===== config.mk =====
export PLATFORM = sky130hd
export DESIGN_NAME = food_spawner_flat
export DESIGN_NICKNAME = d
export VERILOG_FILES = /design/src/rtl/food_spawner_if.sv /design/src/rtl/food_spawner.sv /design/src/flat_wrapper.sv
export SDC_FILE = /design/constraint.sdc
export NUM_CORES = 1
export LEC_CHECK = 0
export BUFFER_PORTS_ARGS = -buffer_cell sky130_fd_sc_hd__buf_2
export CAP_MARGIN = 20
export CORE_UTILIZATION = 44
export DETAILED_ROUTE_END_ITERATION = 8
export GPL_TIMING_DRIVEN = 0
export PLACE_DENSITY = 0.66
export SYNTH_ARGS = -nofsm -noshare
export SYNTH_HDL_FRONTEND = slang
export SYNTH_SLANG_ARGS = --single-unit

===== constraint.sdc =====
create_clock -name clk_50MHz -period 2.25 [get_ports clk_50MHz]
set_clock_uncertainty 0.05 [all_clocks]
set_input_delay 0.1125 -clock clk_50MHz [delete_from_list [all_inputs] [get_ports clk_50MHz]]
set_output_delay 0.1125 -clock clk_50MHz [all_outputs]
set_load 0.01 [all_outputs]

===== src/rtl/food_spawner_if.sv =====
// rtl/food_spawner_if.sv - body-occupancy query channel between the food spawner and the snake body
interface food_spawner_if #(
  parameter int COORD_W = 6
);
  logic               occ_req;
  logic [COORD_W-1:0] occ_x;
  logic [COORD_W-1:0] occ_y;
  logic               occ_hit;

  modport master (output occ_req, occ_x, occ_y, input occ_hit);
  modport slave  (input occ_req, occ_x, occ_y, output occ_hit);
endinterface


===== src/rtl/food_spawner.sv =====
// rtl/food_spawner.sv - apple placement: eat detection, LFSR candidate draw, occupancy check, fallback
module food_spawner #(
  parameter int          GRID_W    = 40,
  parameter int          GRID_H    = 30,
  parameter int          COORD_W   = 6,
  parameter int          N_APPLES  = 2,
  parameter int          MAX_TRIES = 15,
  parameter logic [15:0] SEED      = 16'hACE1
) (
  input  logic                          clk_50MHz,
  input  logic                          rst_n,
  input  logic [1:0]                    mode,
  input  logic [COORD_W-1:0]            head_x,
  input  logic [COORD_W-1:0]            head_y,
  output logic [N_APPLES*COORD_W-1:0]   apple_x,
  output logic [N_APPLES*COORD_W-1:0]   apple_y,
  output logic [N_APPLES-1:0]           apple_valid,
  output logic                          eat,
  output logic [1:0]                    eat_idx,
  output logic                          busy,
  food_spawner_if.master                occ
);

  localparam int                 TRIES_W   = $clog2(MAX_TRIES + 1);
  localparam logic [TRIES_W-1:0] TRIES_MAX = TRIES_W'(MAX_TRIES);
  localparam logic [TRIES_W-1:0] TRIES_ONE = TRIES_W'(1);
  localparam logic [15:0]        SEED_NZ   = (SEED == 16'd0) ? 16'd1 : SEED;
  localparam logic [COORD_W-1:0] X_MAX     = COORD_W'(GRID_W - 2);
  localparam logic [COORD_W-1:0] Y_MAX     = COORD_W'(GRID_H - 2);

  typedef enum logic [1:0] {S_IDLE, S_PLAY, S_DRAW, S_WAIT} state_t;

  function automatic logic [COORD_W-1:0] def_x(input int i);
    return COORD_W'(GRID_W / 2 + 2 * i);
  endfunction

  function automatic logic [COORD_W-1:0] def_y(input int i);
    return COORD_W'(GRID_H / 2 + 0 * i);
  endfunction

  state_t               state_q, state_d;
  logic [15:0]          lfsr_q, lfsr_d;
  logic [COORD_W-1:0]   ax_q [N_APPLES];
  logic [COORD_W-1:0]   ax_d [N_APPLES];
  logic [COORD_W-1:0]   ay_q [N_APPLES];
  logic [COORD_W-1:0]   ay_d [N_APPLES];
  logic [N_APPLES-1:0]  valid_q, valid_d;
  logic [N_APPLES-1:0]  pending_q, pending_d;
  logic [1:0]           target_q, target_d;
  logic [TRIES_W-1:0]   tries_q, tries_d;
  logic                 eat_q, eat_d;
  logic [1:0]           eat_idx_q, eat_idx_d;
  logic                 occ_req_q, occ_req_d;
  logic [COORD_W-1:0]   occ_x_q, occ_x_d;
  logic [COORD_W-1:0]   occ_y_q, occ_y_d;

  logic [COORD_W-1:0]   cand_x, cand_y;
  logic                 cand_bad;
  logic                 eat_any;
  logic [1:0]           eat_sel;
  logic [1:0]           low_pend;
  logic                 commit, commit_def;
  logic [COORD_W-1:0]   commit_x, commit_y;
  logic [TRIES_W-1:0]   tries_inc;

  assign cand_x    = lfsr_q[COORD_W-1:0];
  assign cand_y    = lfsr_q[2*COORD_W-1:COORD_W];
  assign tries_inc = (tries_q >= TRIES_MAX) ? tries_q : tries_q + TRIES_ONE;

  always_comb begin
    eat_any  = 1'b0;
    eat_sel  = 2'd0;
    low_pend = 2'd0;
    cand_bad = (cand_x == '0) || (cand_x > X_MAX) || (cand_y == '0) || (cand_y > Y_MAX) ||
               ((cand_x == head_x) && (cand_y == head_y));
    for (int i = 0; i < N_APPLES; i++) begin
      if (valid_q[i] && (ax_q[i] == head_x) && (ay_q[i] == head_y)) begin
        eat_any = 1'b1;
        eat_sel = 2'(i);
      end
      if (valid_q[i] && (ax_q[i] == cand_x) && (ay_q[i] == cand_y)) cand_bad = 1'b1;
    end
    for (int i = N_APPLES - 1; i >= 0; i--) begin
      if (pending_q[i]) low_pend = 2'(i);
    end
  end

  always_comb begin
    state_d    = state_q;
    lfsr_d     = {lfsr_q[14:0], lfsr_q[15] ^ lfsr_q[13] ^ lfsr_q[12] ^ lfsr_q[10]};
    ax_d       = ax_q;
    ay_d       = ay_q;
    valid_d    = valid_q;
    pending_d  = pending_q;
    target_d   = target_q;
    tries_d    = tries_q;
    eat_d      = 1'b0;
    eat_idx_d  = eat_idx_q;
    occ_req_d  = 1'b0;
    occ_x_d    = occ_x_q;
    occ_y_d    = occ_y_q;
    commit     = 1'b0;
    commit_def = 1'b0;
    commit_x   = occ_x_q;
    commit_y   = occ_y_q;

    // Leaving play mode or sitting in IDLE discards any respawn and restores defaults.
    if ((mode != 2'd1) || (state_q == S_IDLE)) begin
      state_d   = (mode == 2'd1) ? S_PLAY : S_IDLE;
      valid_d   = '1;
      pending_d = '0;
      target_d  = 2'd0;
      tries_d   = '0;
      occ_x_d   = '0;
      occ_y_d   = '0;
      for (int i = 0; i < N_APPLES; i++) begin
        ax_d[i] = def_x(i);
        ay_d[i] = def_y(i);
      end
    end else begin
      unique case (state_q)
        S_PLAY: begin
          if (|pending_q) begin
            target_d = low_pend;
            tries_d  = '0;
            state_d  = S_DRAW;
          end
        end
        S_DRAW: begin
          if (tries_q >= TRIES_MAX) begin
            commit     = 1'b1;
            commit_def = 1'b1;
          end else if (cand_bad) begin
            tries_d = tries_inc;
          end else begin
            occ_req_d = 1'b1;
            occ_x_d   = cand_x;
            occ_y_d   = cand_y;
            state_d   = S_WAIT;
          end
        end
        S_WAIT: begin
          if (tries_q >= TRIES_MAX) begin
            commit     = 1'b1;
            commit_def = 1'b1;
          end else if (occ.occ_hit) begin
            tries_d = tries_inc;
            state_d = S_DRAW;
          end else begin
            commit = 1'b1;
          end
        end
        default: state_d = S_IDLE;
      endcase

      if (commit) begin
        state_d = S_PLAY;
        for (int i = 0; i < N_APPLES; i++) begin
          if (target_q == 2'(i)) begin
            ax_d[i]      = commit_def ? def_x(i) : commit_x;
            ay_d[i]      = commit_def ? def_y(i) : commit_y;
            valid_d[i]   = 1'b1;
            pending_d[i] = 1'b0;
          end
        end
      end

      // The target is never valid, so an eat here can never collide with the commit above.
      if (eat_any) begin
        eat_d     = 1'b1;
        eat_idx_d = eat_sel;
        for (int i = 0; i < N_APPLES; i++) begin
          if (eat_sel == 2'(i)) begin
            valid_d[i]   = 1'b0;
            pending_d[i] = 1'b1;
          end
        end
      end
    end
  end

  always_ff @(posedge clk_50MHz or negedge rst_n) begin
    if (!rst_n) begin
      state_q   <= S_IDLE;
      lfsr_q    <= SEED_NZ;
      valid_q   <= '1;
      pending_q <= '0;
      target_q  <= 2'd0;
      tries_q   <= '0;
      eat_q     <= 1'b0;
      eat_idx_q <= 2'd0;
      occ_req_q <= 1'b0;
      occ_x_q   <= '0;
      occ_y_q   <= '0;
      for (int i = 0; i < N_APPLES; i++) begin
        ax_q[i] <= def_x(i);
        ay_q[i] <= def_y(i);
      end
    end else begin
      state_q   <= state_d;
      lfsr_q    <= lfsr_d;
      valid_q   <= valid_d;
      pending_q <= pending_d;
      target_q  <= target_d;
      tries_q   <= tries_d;
      eat_q     <= eat_d;
      eat_idx_q <= eat_idx_d;
      occ_req_q <= occ_req_d;
      occ_x_q   <= occ_x_d;
      occ_y_q   <= occ_y_d;
      ax_q      <= ax_d;
      ay_q      <= ay_d;
    end
  end

  always_comb begin
    apple_x = '0;
    apple_y = '0;
    for (int i = 0; i < N_APPLES; i++) begin
      apple_x[i*COORD_W +: COORD_W] = ax_q[i];
      apple_y[i*COORD_W +: COORD_W] = ay_q[i];
    end
  end

  assign apple_valid = valid_q;
  assign eat         = eat_q;
  assign eat_idx     = eat_idx_q;
  assign busy        = (state_q == S_DRAW) || (state_q == S_WAIT);
  assign occ.occ_req = occ_req_q;
  assign occ.occ_x   = occ_x_q;
  assign occ.occ_y   = occ_y_q;

endmodule


===== src/flat_wrapper.sv =====
// flat-port wrapper written by rule: the top's interface ports become plain ports
module food_spawner_flat 
#(
  parameter int          GRID_W    = 40,
  parameter int          GRID_H    = 30,
  parameter int          COORD_W   = 6,
  parameter int          N_APPLES  = 2,
  parameter int          MAX_TRIES = 15,
  parameter logic [15:0] SEED      = 16'hACE1
)
  (clk_50MHz, rst_n, mode, head_x, head_y, apple_x, apple_y, apple_valid, eat, eat_idx, busy, occ_occ_req, occ_occ_x, occ_occ_y, occ_occ_hit);
  food_spawner_if #(.COORD_W(COORD_W)) occ_i ();
  input  logic clk_50MHz;
  input  logic rst_n;
  input  logic [1:0] mode;
  input  logic [COORD_W-1:0] head_x;
  input  logic [COORD_W-1:0] head_y;
  output logic [N_APPLES*COORD_W-1:0] apple_x;
  output logic [N_APPLES*COORD_W-1:0] apple_y;
  output logic [N_APPLES-1:0] apple_valid;
  output logic eat;
  output logic [1:0] eat_idx;
  output logic busy;
  output wire logic [$bits(occ_i.occ_req)-1:0] occ_occ_req;
  output wire logic [$bits(occ_i.occ_x)-1:0] occ_occ_x;
  output wire logic [$bits(occ_i.occ_y)-1:0] occ_occ_y;
  input wire logic [$bits(occ_i.occ_hit)-1:0] occ_occ_hit;
  assign occ_occ_req = occ_i.occ_req;
  assign occ_occ_x = occ_i.occ_x;
  assign occ_occ_y = occ_i.occ_y;
  assign occ_i.occ_hit = occ_occ_hit;
  food_spawner #(.GRID_W(GRID_W), .GRID_H(GRID_H), .COORD_W(COORD_W), .N_APPLES(N_APPLES), .MAX_TRIES(MAX_TRIES), .SEED(SEED)) u_core (.clk_50MHz(clk_50MHz), .rst_n(rst_n), .mode(mode), .head_x(head_x), .head_y(head_y), .apple_x(apple_x), .apple_y(apple_y), .apple_valid(apple_valid), .eat(eat), .eat_idx(eat_idx), .busy(busy), .occ(occ_i));
endmodule

==> results of run 1 <==
## metal layers
layer,vias to the layer above,track usage,part of all wire
met5,-,0,0
met3,21,0.0500,0.053
li1,1202,-,-
met2,79,0.354,0.46
met4,0,0.133,0.029
met1,1291,0.340,0.46
## stage by stage
step | TNS (ns) | utilization | hold WS, ns | cells | setup slack, ns
5_1_grt | -2.41 | 0.601 | 0.0832 | 471 | -0.174
3_5_place_dp | -7.02 | 0.526 | 0.209 | 439 | -0.290
2_1_floorplan | 0 | - | -0.233 | 285 | 0.0288
4_1_cts | -1.20 | 0.588 | 0.0470 | 465 | -0.101
3_3_place_gp | -5.91 | 0.525 | 0.288 | 439 | -0.263
6_report | -1.03 | 0.601 | 0.0661 | 471 | -0.105
## cells in the final DEF (no fill, tap or decap), types with 3 or more instances in the layout
| master | synthesis | routed |
|---|---|---|
| buf_2 | 9 | 63 |
| xnor2_1 | 55 | 53 |
| dfrtp_1 | 43 | 43 |
| dfstp_2 | 23 | 23 |
| a22o_1 | 22 | 22 |
| clkbuf_8 | 0 | 15 |
| buf_4 | 3 | 14 |
| o22a_1 | 13 | 13 |
| nand4_1 | 12 | 12 |
| nand2_1 | 13 | 11 |
| nand3_1 | 10 | 10 |
| buf_6 | 2 | 10 |
| nor2_1 | 12 | 9 |
| xor2_1 | 8 | 8 |
| nor4_4 | 0 | 5 |
| inv_1 | 4 | 4 |
| clkbuf_1 | 4 | 3 |
| nor3_1 | 4 | 3 |
| a21o_1 | 3 | 3 |
| nand2b_1 | 3 | 3 |
| o21ai_2 | 0 | 3 |
## power by group
| part | switching [µW] | internal [µW] | total, µW | leakage [µW] |
|---|---|---|---|---|
| clock network | 438 | 550 | 987 | 0.000106 |
| logic | 69.7 | 42.3 | 112 | 0.000869 |
| registers | 3.32 | 1190 | 1190 | 0.000840 |
## critical path, cell delays in order (launching register included)
cell	delay, ns
dfstp_2	0.54
buf_6	0.13
or4_4	0.13
o21ai_2	0.05
a2111o_1	0.46
nor4_4	0.23
nor4b_4	0.25
buf_4	0.19
buf_6	0.14
a22o_1	0.14
## state kept, by name, summed over array words and instances, names as in the netlist
| name | count |
|---|---|
| u_core.target_q | 1 |
| u_core.apple_x | 12 |
| u_core.state_q | 2 |
| u_core.tries_q | 4 |
| u_core.apple_y | 12 |
| u_core.apple_valid | 2 |
| u_core.eat_idx | 1 |
| u_core.occ.occ_x | 6 |
| u_core.occ.occ_y | 6 |
| u_core.lfsr_q | 16 |
| u_core.occ.occ_req | 1 |
| u_core.pending_q | 2 |
| u_core.eat | 1 |
## final timing paths
check                                      end  cells after the start
hold / removal               u_core.state_q[0]                      3
max in group asynchronous    u_core.lfsr_q[12]                      2
setup reg to reg           u_core.occ.occ_x[5]                      9
min in group asynchronous  u_core.occ.occ_y[3]                      2
setup / recovery           u_core.occ.occ_x[5]                      9
hold reg to reg              u_core.lfsr_q[15]                      0
## cells by family (layout without fill, tap and decap cells)
family | count (synthesis) | in the layout
fa+ha+maj | 1 | 1
buf+inv | 22 | 112
simple gates | 71 | 71
xor+xnor | 63 | 63
compound gates | 61 | 61
flops | 66 | 66
other cells | 1 | 1
## cell usage after synthesis (5+ instances only)
| cell type | number |
|---|---|
| dfstp_2 | 23 |
| o22a_1 | 13 |
| nand2_1 | 13 |
| nand4_1 | 12 |
| nor4_1 | 7 |
| buf_2 | 9 |
| xnor2_1 | 55 |
| nor2_1 | 12 |
| nand3_1 | 10 |
| dfrtp_1 | 43 |
| o21ai_1 | 5 |
| xor2_1 | 8 |
| a22o_1 | 22 |
## area by class of cell
cell class                      instances  area share
Buffer                                 17      0.0328
Clock buffer                           15      0.0468
Clock inverter                          1     0.00119
Inverter                                4     0.00358
Multi-Input combinational cell        197       0.381
Sequential cell                        66       0.400
Tap cell                               96      0.0286
Timing Repair Buffer                   75       0.106
## repair_timing
action                                 in CTS  in global routing
gates cloned                                0                  1
setup endpoints to repair                  39                 41
hold buffers                                1                  0
buffers inserted                            9                  6
pin swaps                                   7                 13
gates resized for setup                    33                 12
endpoints found under the hold margin      43                  0
==> flow_metrics.env, run 1 <==
export IMPL_netlist_area_mm2=0.00325
export IMPL_ys_seq_elements=66
export IMPL_ir_worst_vdd_v=0.000320
export IMPL_synth_avg_cell_area_um2=11.4
export IMPL_htreeDepth=3
export IMPL_vias_per_cell=5.51
export IMPL_syn_to_final_growth_pct=29.1
export IMPL_multiInputGateArea_mm2=0.00160
export IMPL_slew_viol_final=0
export IMPL_tightest_slew_ns=0.963
export IMPL_dr_pass1_iters=4
export IMPL_wl_per_cell_um=18.4
export IMPL_rsz0062_at_grt="true"
export IMPL_drv_cap=0
export IMPL_cts_tree="done"
export IMPL_p_per_area_mw_per_mm2=546
export IMPL_io_pins=60
export IMPL_cts_clk_slew_worst_paths_ns=0.07
export IMPL_ys_warn_count=0
export IMPL_drive_gt1_frac=0.403
export IMPL_drc=0
export IMPL_overflow=0
export IMPL_synth_xor_area_frac=0.170
export IMPL_grt_pass1_vias=2478
export IMPL_vias=2593
export IMPL_drt_iter0_markers=125
export IMPL_violations="negative setup slack"
export IMPL_fmax_mhz=425
export IMPL_final_area_mm2=0.00420
export IMPL_min_from="mode[0]"
export IMPL_grt_max_degree=67
export IMPL_cts_root_buf="clkbuf_8"
export IMPL_endpoint_kind="register"
export IMPL_synth_top_family_by_area="XOR/XNOR gates"
export IMPL_clk_latency_ns=0.35
export IMPL_grtUsageTotal=0.243
export IMPL_synth_edff_count=0
export IMPL_seqCellArea_mm2=0.00168
export IMPL_cts_path_max_buffers=2
export IMPL_dieHeight_um=88.0
export IMPL_ys_flop_type="dfrtp_1"
export IMPL_setup_slack_ns=-0.105
export IMPL_final_hold_violation_count=0
export IMPL_synth_distinct_cells=43
export IMPL_muxShareOfSynthArea=0
export IMPL_antenna_found_initial=0
export IMPL_synth_fa_ha_area_frac=0.00385
export IMPL_slew_headroom=0.354
export IMPL_worstReg2RegStart="u_core.lfsr_q[6]"
export IMPL_async_reset_ff_frac=1.00
export IMPL_synth_area_leaders="dfrtp_1 33%, dfstp_2 19%, xnor2_1 15%"
export IMPL_placed_cell_area_mm2=0.00367
export IMPL_power_static_leakage_uw=0.00181
export IMPL_synthSimpleGateAreaFrac=0.120
export IMPL_initial_core_util=0.466
export IMPL_routed_wl_um=8670
export IMPL_regToRegSetupSlack_ns=-0.10
export IMPL_yosys_area_top_type_share=0.331
export IMPL_dieArea_mm2=0.00774
export IMPL_antenna_left=0
export IMPL_period_share=1.05
export IMPL_portBuffers=58
export IMPL_critPathLaunchType="register"
export IMPL_synth_compound_area_frac=0.152
export IMPL_nets=388
export IMPL_antenna_cells=0
export IMPL_synthCells=285
export IMPL_synth_top_area_cell="dfrtp_1"
export IMPL_core_mm2=0.00698
export IMPL_status="complete, but fails checks"
export IMPL_crit_start="u_core.lfsr_q[6]"
export IMPL_cp_arrival_ns=2.59
export IMPL_grt_pass1_wl_um=13400
export IMPL_layout_min_cycle_time_ns=2.35
export IMPL_total_power_uw=2290
export IMPL_required_ns=2.49
export IMPL_fillerInstances=608
export IMPL_die_x_um=88.0
export IMPL_hold_path_class="input pin to register"
export IMPL_numCtsBuffers=9
export IMPL_rows=30
export IMPL_critical_path_class="register to register"
export IMPL_finalSetupViolCount=12
export IMPL_yosysSeqAreaShare=0.517
export IMPL_gp_congestion=0.913
export IMPL_post_dp_hpwl_um=6010
export IMPL_crit_fanout=6
export IMPL_synthesis_nets=303
export IMPL_clock_sinks=66
Power figures use the tool's default switching activity.
==> run 2, diff against run 1 <==
--- a/config.mk
+++ b/config.mk
@@ -5,12 +5,13 @@
 export SDC_FILE = /design/constraint.sdc
 export NUM_CORES = 1
 export LEC_CHECK = 0
+export ABC_AREA = 1
 export BUFFER_PORTS_ARGS = -buffer_cell sky130_fd_sc_hd__buf_2
 export CAP_MARGIN = 20
 export CORE_UTILIZATION = 44
 export DETAILED_ROUTE_END_ITERATION = 8
 export GPL_TIMING_DRIVEN = 0
-export PLACE_DENSITY = 0.66
+export PLACE_DENSITY = 0.63
 export SYNTH_ARGS = -nofsm -noshare
 export SYNTH_HDL_FRONTEND = slang
 export SYNTH_SLANG_ARGS = --single-unit
==> run 2 against run 1 <==
  * The flow now finishes without violations
  * Worst setup slack better by 0.33 ns
  * Synthesized cell count is 90% higher
  * Critical path depth is 6 higher
  * Final area is 10% higher
  * Global-route usage is 4.1 points higher
  * Sequential cell count stayed put
  * Wire length is 39% higher
  * Combinational power is 33% higher
  * Register-to-register slack better by 0.33 ns
  * Worst hold slack worse by 0.015 ns
  * Total power is 19% higher
  * Largest cell class is now multi-input gates
  * Highest routed layer unchanged
==> flow_metrics.env, run 2 <==
export IMPL_cp_arrival_ns=2.21
export IMPL_regMostFlops="u_core.lfsr_q"
export IMPL_dr_pass1_iters=6
export IMPL_synth_area_leaders="dfrtp_1 28%, nand2_1 17%, dfstp_2 16%"
export IMPL_slew_viol_final=0
export IMPL_drv_cap=0
export IMPL_worstRegToRegCells=15
export IMPL_vias_per_cell=5.16
export IMPL_grt_pass1_vias=3622
export IMPL_regToRegSetupSlack_ns=0.23
export IMPL_hold_path_class="input pin to register"
export IMPL_wl_per_cell_um=16.6
export IMPL_crit_chain="buf_4, inv_1, nand2_1, nand2_1, nand2_2, inv_2, nand2_1, nor2_1, nand2_1, nand2_2, nor2_4, nand2_4, buf_6, nand3_1, nand2_1"
export IMPL_grt_busiest_layer="met2"
export IMPL_yosys_area_top_type_share=0.277
export IMPL_synth_distinct_cells=38
export IMPL_layout_min_cycle_time_ns=2.02
export IMPL_grt_use_met1=0.393
export IMPL_die_x_um=96.0
export IMPL_p_per_area_mw_per_mm2=590
export IMPL_numCtsBuffers=9
export IMPL_synth_top_area_cell="dfrtp_1"
export IMPL_crit_fanout=10
export IMPL_core_mm2=0.00838
export IMPL_yosysMostFrequentCell="nand2_1"
export IMPL_period_share=0.899
export IMPL_min_from="mode[1]"
export IMPL_grt_pass1_wl_um=18800
export IMPL_swShare=0.224
export IMPL_combPwrFrac=0.054
export IMPL_finalSetupViolCount=0
export IMPL_use_met2=0.444
export IMPL_critical_path_class="register to register"
export IMPL_setup_tns_ns=0
export IMPL_critPathLaunchType="register"
export IMPL_drive_gt1_frac=0.219
export IMPL_clk_latency_ns=0.35
export IMPL_setup_slack_ns=0.228
export IMPL_worst_path_largest_cell_delay_ns=0.54
export IMPL_worstReg2RegStart="u_core.lfsr_q[0]"
export IMPL_layout_common_cells="178 x nand2_1, 79 x inv_1, 64 x nor2_1, 57 x buf_2, 43 x dfrtp_1"
export IMPL_yosysSeqAreaShare=0.432
export IMPL_synth_avg_cell_area_um2=7.18
export IMPL_r2r_end="u_core.occ.occ_x[5]"
export IMPL_dieArea_mm2=0.00922
export IMPL_routed_wl_um=12100
export IMPL_largest_reg_flops=16
export IMPL_slowest_stage="dfstp_2"
export IMPL_fmax_mhz=495
export IMPL_dieHeight_um=96.0
export IMPL_synthCells=542
export IMPL_switchingPower_uw=613
export IMPL_vias=3749
export IMPL_final_common_cell="nand2_1"
export IMPL_cp_common_cell="nand2_1"
export IMPL_status="finished clean"
export IMPL_htreeDepth=3
export IMPL_globalRouteMet3Util=0.0592
export IMPL_io_pins=60
export IMPL_min_to="u_core.state_q[0]"
export IMPL_synthesis_nets=560
export IMPL_netlist_area_mm2=0.00389
export IMPL_pwr_share_seq=0.437
export IMPL_total_power_uw=2730
export IMPL_post_dp_hpwl_um=9280
export IMPL_required_ns=2.44
export IMPL_final_hold_violation_count=0
export IMPL_tightest_slew_ns=0.825
export IMPL_async_reset_ff_frac=1.00
export IMPL_crit_start="u_core.lfsr_q[0]"
export IMPL_slew_headroom=0.450
export IMPL_portBuffers=58
export IMPL_power_static_leakage_uw=0.00242
export IMPL_ys_seq_elements=66
export IMPL_cts_clk_slew_worst_paths_ns=0.08
export IMPL_synth_edff_count=0
export IMPL_synth_common_cells="178 x nand2_1, 81 x inv_1, 64 x nor2_1"
export IMPL_ys_warn_count=0
export IMPL_clock_sinks=66
export IMPL_rsz0062_at_grt="false"
export IMPL_drt_iter0_markers=334
export IMPL_cts_path_max_buffers=2
export IMPL_antenna_found_initial=0
export IMPL_initial_core_util=0.464
export IMPL_nets=634
export IMPL_ys_flop_type="dfrtp_1"
export IMPL_grt_max_degree=67
export IMPL_place_ws_ns=0.178
export IMPL_syn_to_final_growth_pct=19.1
export IMPL_endpoint_kind="register"
export IMPL_antenna_cells=0
export IMPL_p_int_uw=2120
export IMPL_rows=33
export IMPL_drc=0
export IMPL_cts_tree="done"
export IMPL_ir_worst_vdd_v=0.000434
export IMPL_hold_depth=4
export IMPL_grtUsageTotal=0.285
export IMPL_cts_root_buf="clkbuf_8"
export IMPL_clock_power_share=0.509
export IMPL_overflow=0
export IMPL_antenna_left=0
export IMPL_gp_congestion=0.983
run 2: critical path: cells and delay by family (launching register included):
kind,cells,cell delay (ns)
flip-flops,1,0.54
AND/OR/NAND/NOR,11,0.86
buffers and inverters,4,0.44
run 2: metrics by stage:
step	hold slack (ns)	util	instance area (µm²)	std cells
floorplan	-0.233	-	3890	542
global placement	0.289	0.514	4310	705
detailed placement	0.220	0.515	4310	705
CTS	0.0429	0.549	4600	722
global route	0.0655	0.553	4630	726
finish	0.0515	0.553	4630	726
run 2: logic make-up (layout without fill, tap and decap cells):
| group | Yosys count | count (layout) | synth area share |
|---|---|---|---|
| adders and majority gates | 1 | 1 | 0.00322 |
| AOI/OAI and AO/OA | 53 | 53 | 0.0865 |
| other | 1 | 1 | 0.000964 |
| and+or+nand+nor | 310 | 310 | 0.346 |
| buffers and inverters | 99 | 178 | 0.104 |
| xor gates and xnor gates | 12 | 12 | 0.0270 |
| DFF | 66 | 66 | 0.432 |
run 2: how the worst max path moves through the flow:
stage / end / cells past startpoint
2_1_floorplan: u_core.tries_q[0] / 11
3_3_place_gp: u_core.apple_x[9] / 10
3_5_place_dp: u_core.apple_x[9] / 10
4_1_cts: u_core.apple_x[2] / 10
5_1_grt: u_core.tries_q[3] / 11
6_report: u_core.occ.occ_x[5] / 15
run 2: metal layers:
layer  share of wire  vias to the layer above  wire length (µm)
li1                -                     1849                 -
met4           0.016                        0               187
met5               0                        -                 0
met1            0.46                     1771              5520
met2            0.45                      116              5490
met3           0.072                       13               869
run 2: layout make-up:
type | count | area, µm²
buffer | 9 | 67.6
inverter | 90 | 342
sequential | 66 | 1680
multi-input combinational | 377 | 1800
timing repair buffer | 63 | 333
tap | 105 | 131
clock inverter | 6 | 136
fill | 849 | 3750
clock buffer | 10 | 138
run 2: power by group through the flow:
stage	sequential [µW]	combinational, µW	clock, µW
floorplan	1220	70.2	0
global placement	1220	141	0
detailed placement	1220	143	0
CTS	1190	145	1420
global route	1190	167	1460
finish	1190	149	1390
run 2: what timing repair did:
action | CTS | global route
setup buffers | 0 | 4
gates resized for setup | 0 | 2
setup endpoints to repair | 0 | 12
endpoints found under the hold margin | 43 | 0
hold buffers | 1 | 0
==> run 3, diff against run 2 <==
--- a/config.mk
+++ b/config.mk
@@ -6,8 +6,10 @@
 export NUM_CORES = 1
 export LEC_CHECK = 0
 export ABC_AREA = 1
+export ABC_CLOCK_PERIOD_IN_PS = 2250
 export BUFFER_PORTS_ARGS = -buffer_cell sky130_fd_sc_hd__buf_2
 export CAP_MARGIN = 20
+export CORE_ASPECT_RATIO = 0.6
 export CORE_UTILIZATION = 44
 export DETAILED_ROUTE_END_ITERATION = 8
 export GPL_TIMING_DRIVEN = 0
==> run 3 against run 2 <==
  * Non-clock buffer count down 2
  * Die area up 0.13%
  * Register-to-register slack worse by 0.02 ns
  * Wire length up 6.9%
  * Final area about the same
  * Sequential share of layout area about the same
  * Global-route usage up 1.5 points
  * Clock-buffer cell count down 1
  * Combinational power down 3%
  * Worst hold slack better by 0.012 ns
  * Critical path depth unchanged
==> flow_metrics.env, run 3 (synthesis gave the netlist of run 2 again) <==
export IMPL_critPathLaunchType="register"
export IMPL_overflow=0
export IMPL_crit_fanout=10
export IMPL_critical_path_class="register to register"
export IMPL_slew_headroom=0.446
export IMPL_rows=26
export IMPL_grt_max_degree=67
export IMPL_drt_iter0_markers=292
export IMPL_largest_reg_flops=16
export IMPL_status="finished clean"
export IMPL_dr_pass1_iters=4
export IMPL_regMostFlops="u_core.lfsr_q"
export IMPL_antenna_found_initial=0
export IMPL_pwr_share_seq=0.451
export IMPL_gp_congestion=0.976
export IMPL_clock_sinks=66
export IMPL_cp_arrival_ns=2.22
export IMPL_syn_to_final_growth_pct=19.0
export IMPL_period_share=0.910
export IMPL_vias=3868
export IMPL_swShare=0.251
export IMPL_worst_hold_slack_ns=0.0635
export IMPL_power_static_leakage_uw=0.00240
export IMPL_die_x_um=123
export IMPL_endpoint_kind="register"
export IMPL_nets=632
export IMPL_r2r_end="u_core.occ.occ_x[5]"
export IMPL_critPathTopFamily="simple AND/OR/NAND/NOR gates"
export IMPL_numCtsBuffers=9
export IMPL_required_ns=2.43
export IMPL_dieHeight_um=74.8
export IMPL_core_mm2=0.00856
export IMPL_clk_latency_ns=0.34
export IMPL_p_per_area_mw_per_mm2=573
export IMPL_rsz0062_at_grt="false"
export IMPL_drv_cap=0
export IMPL_crit_chain="buf_4, inv_1, nand2_1, nand2_1, nand2_2, inv_2, nand2_1, nor2_1, nand2_1, nand2_2, nor2_4, nand2_4, buf_6, nand3_1, nand2_1"
export IMPL_setup_tns_ns=0
export IMPL_layout_min_cycle_time_ns=2.05
export IMPL_initial_core_util=0.455
export IMPL_cts_path_max_buffers=2
export IMPL_grtUsageTotal=0.299
export IMPL_drc=0
export IMPL_dieArea_mm2=0.00923
export IMPL_hold_path_class="input pin to register"
export IMPL_routed_wl_um=12900
export IMPL_fmax_mhz=489
export IMPL_antenna_cells=0
export IMPL_final_hold_violation_count=0
export IMPL_cp_common_cell="nand2_1"
export IMPL_worst_path_largest_cell_delay_ns=0.55
export IMPL_cts_root_buf="clkbuf_16"
export IMPL_cts_tree="done"
export IMPL_post_dp_hpwl_um=9990
export IMPL_worstRegToRegCells=15
export IMPL_finalSetupViolCount=0
export IMPL_vias_per_cell=5.29
export IMPL_slew_viol_final=0
export IMPL_min_from="mode[1]"
export IMPL_combPwrFrac=0.055
export IMPL_wl_per_cell_um=17.6
export IMPL_drive_gt1_frac=0.216
export IMPL_layout_common_cells="178 x nand2_1, 79 x inv_1, 64 x nor2_1, 57 x buf_2, 43 x dfrtp_1"
export IMPL_portBuffers=58
export IMPL_slowest_stage="dfstp_2"
export IMPL_switchingPower_uw=665
export IMPL_io_pins=60
export IMPL_grt_pass1_vias=3472
export IMPL_min_to="u_core.state_q[0]"
export IMPL_clock_power_share=0.494
export IMPL_hold_depth=4
export IMPL_grt_pass1_wl_um=19400
export IMPL_ir_worst_vdd_v=0.000377
export IMPL_htreeDepth=3
export IMPL_worstReg2RegStart="u_core.lfsr_q[0]"
export IMPL_critPathBufInv=4
export IMPL_antenna_left=0
export IMPL_tightest_slew_ns=0.831
export IMPL_p_int_uw=1990
export IMPL_final_common_cell="nand2_1"
export IMPL_cts_clk_slew_worst_paths_ns=0.06
export IMPL_regToRegSetupSlack_ns=0.20
-- run 3: power by group through the flow --
stage | clock [µW] | combinational, µW | sequential (µW)
floorplan | 0 | 70.2 | 1220
global placement | 0 | 140 | 1220
detailed placement | 0 | 141 | 1220
CTS | 1330 | 143 | 1200
global route | 1390 | 162 | 1200
finish | 1310 | 145 | 1200
-- run 3: final cells by class --
cell class	count	area, µm²
fill	840	3930
multi-input combinational	377	1800
tap	112	140
inverter	90	342
sequential	66	1680
clock buffer	9	225
clock inverter	7	52.6
timing repair buffer	61	318
buffer	9	67.6
-- run 3: timing repair --
item	CTS	global route
setup endpoints to repair	0	8
hold endpoints to repair	43	0
setup buffers	0	2
hold buffers	1	0
resized for setup	0	2
-- run 3: worst max-delay path by stage --
stage                      start               endpoint  slack, ns  cells past startpoint
2_1_floorplan  u_core.tries_q[0]      u_core.tries_q[0]       0.54                     11
3_3_place_gp   u_core.tries_q[0]  u_core.apple_valid[0]       0.20                     10
3_5_place_dp   u_core.tries_q[0]      u_core.apple_y[0]       0.16                     10
4_1_cts        u_core.tries_q[0]      u_core.apple_y[0]       0.13                     10
5_1_grt        u_core.tries_q[0]  u_core.apple_valid[1]       0.02                     11
6_report        u_core.lfsr_q[0]    u_core.occ.occ_x[5]       0.20                     15
-- run 3: metal layers --
metal	global-route usage	wire [µm]	vias to the layer above	share of wire
met1	0.443	6060	1793	0.47
met4	0.0870	193	0	0.015
met5	0	0	-	0
met3	0.102	1480	18	0.11
li1	-	-	1843	-
met2	0.408	5150	214	0.40
-- run 3: per-stage QoR --
step	utilization	area, µm²	setup slack [ns]	total power [µW]	instances
finish	0.541	4630	0.203	2650	731
global route	0.541	4630	0.0244	2740	731
CTS	0.539	4610	0.131	2670	729
detailed placement	0.505	4320	0.158	1360	712
global placement	0.505	4320	0.199	1360	712
floorplan	-	3890	0.538	1290	542
-- run 3: tightest hold or removal path: stages --
cell and delay, ns:
buf_2 0.08, nor2_2 0.06, o21ai_0 0.08, o21bai_1 0.08
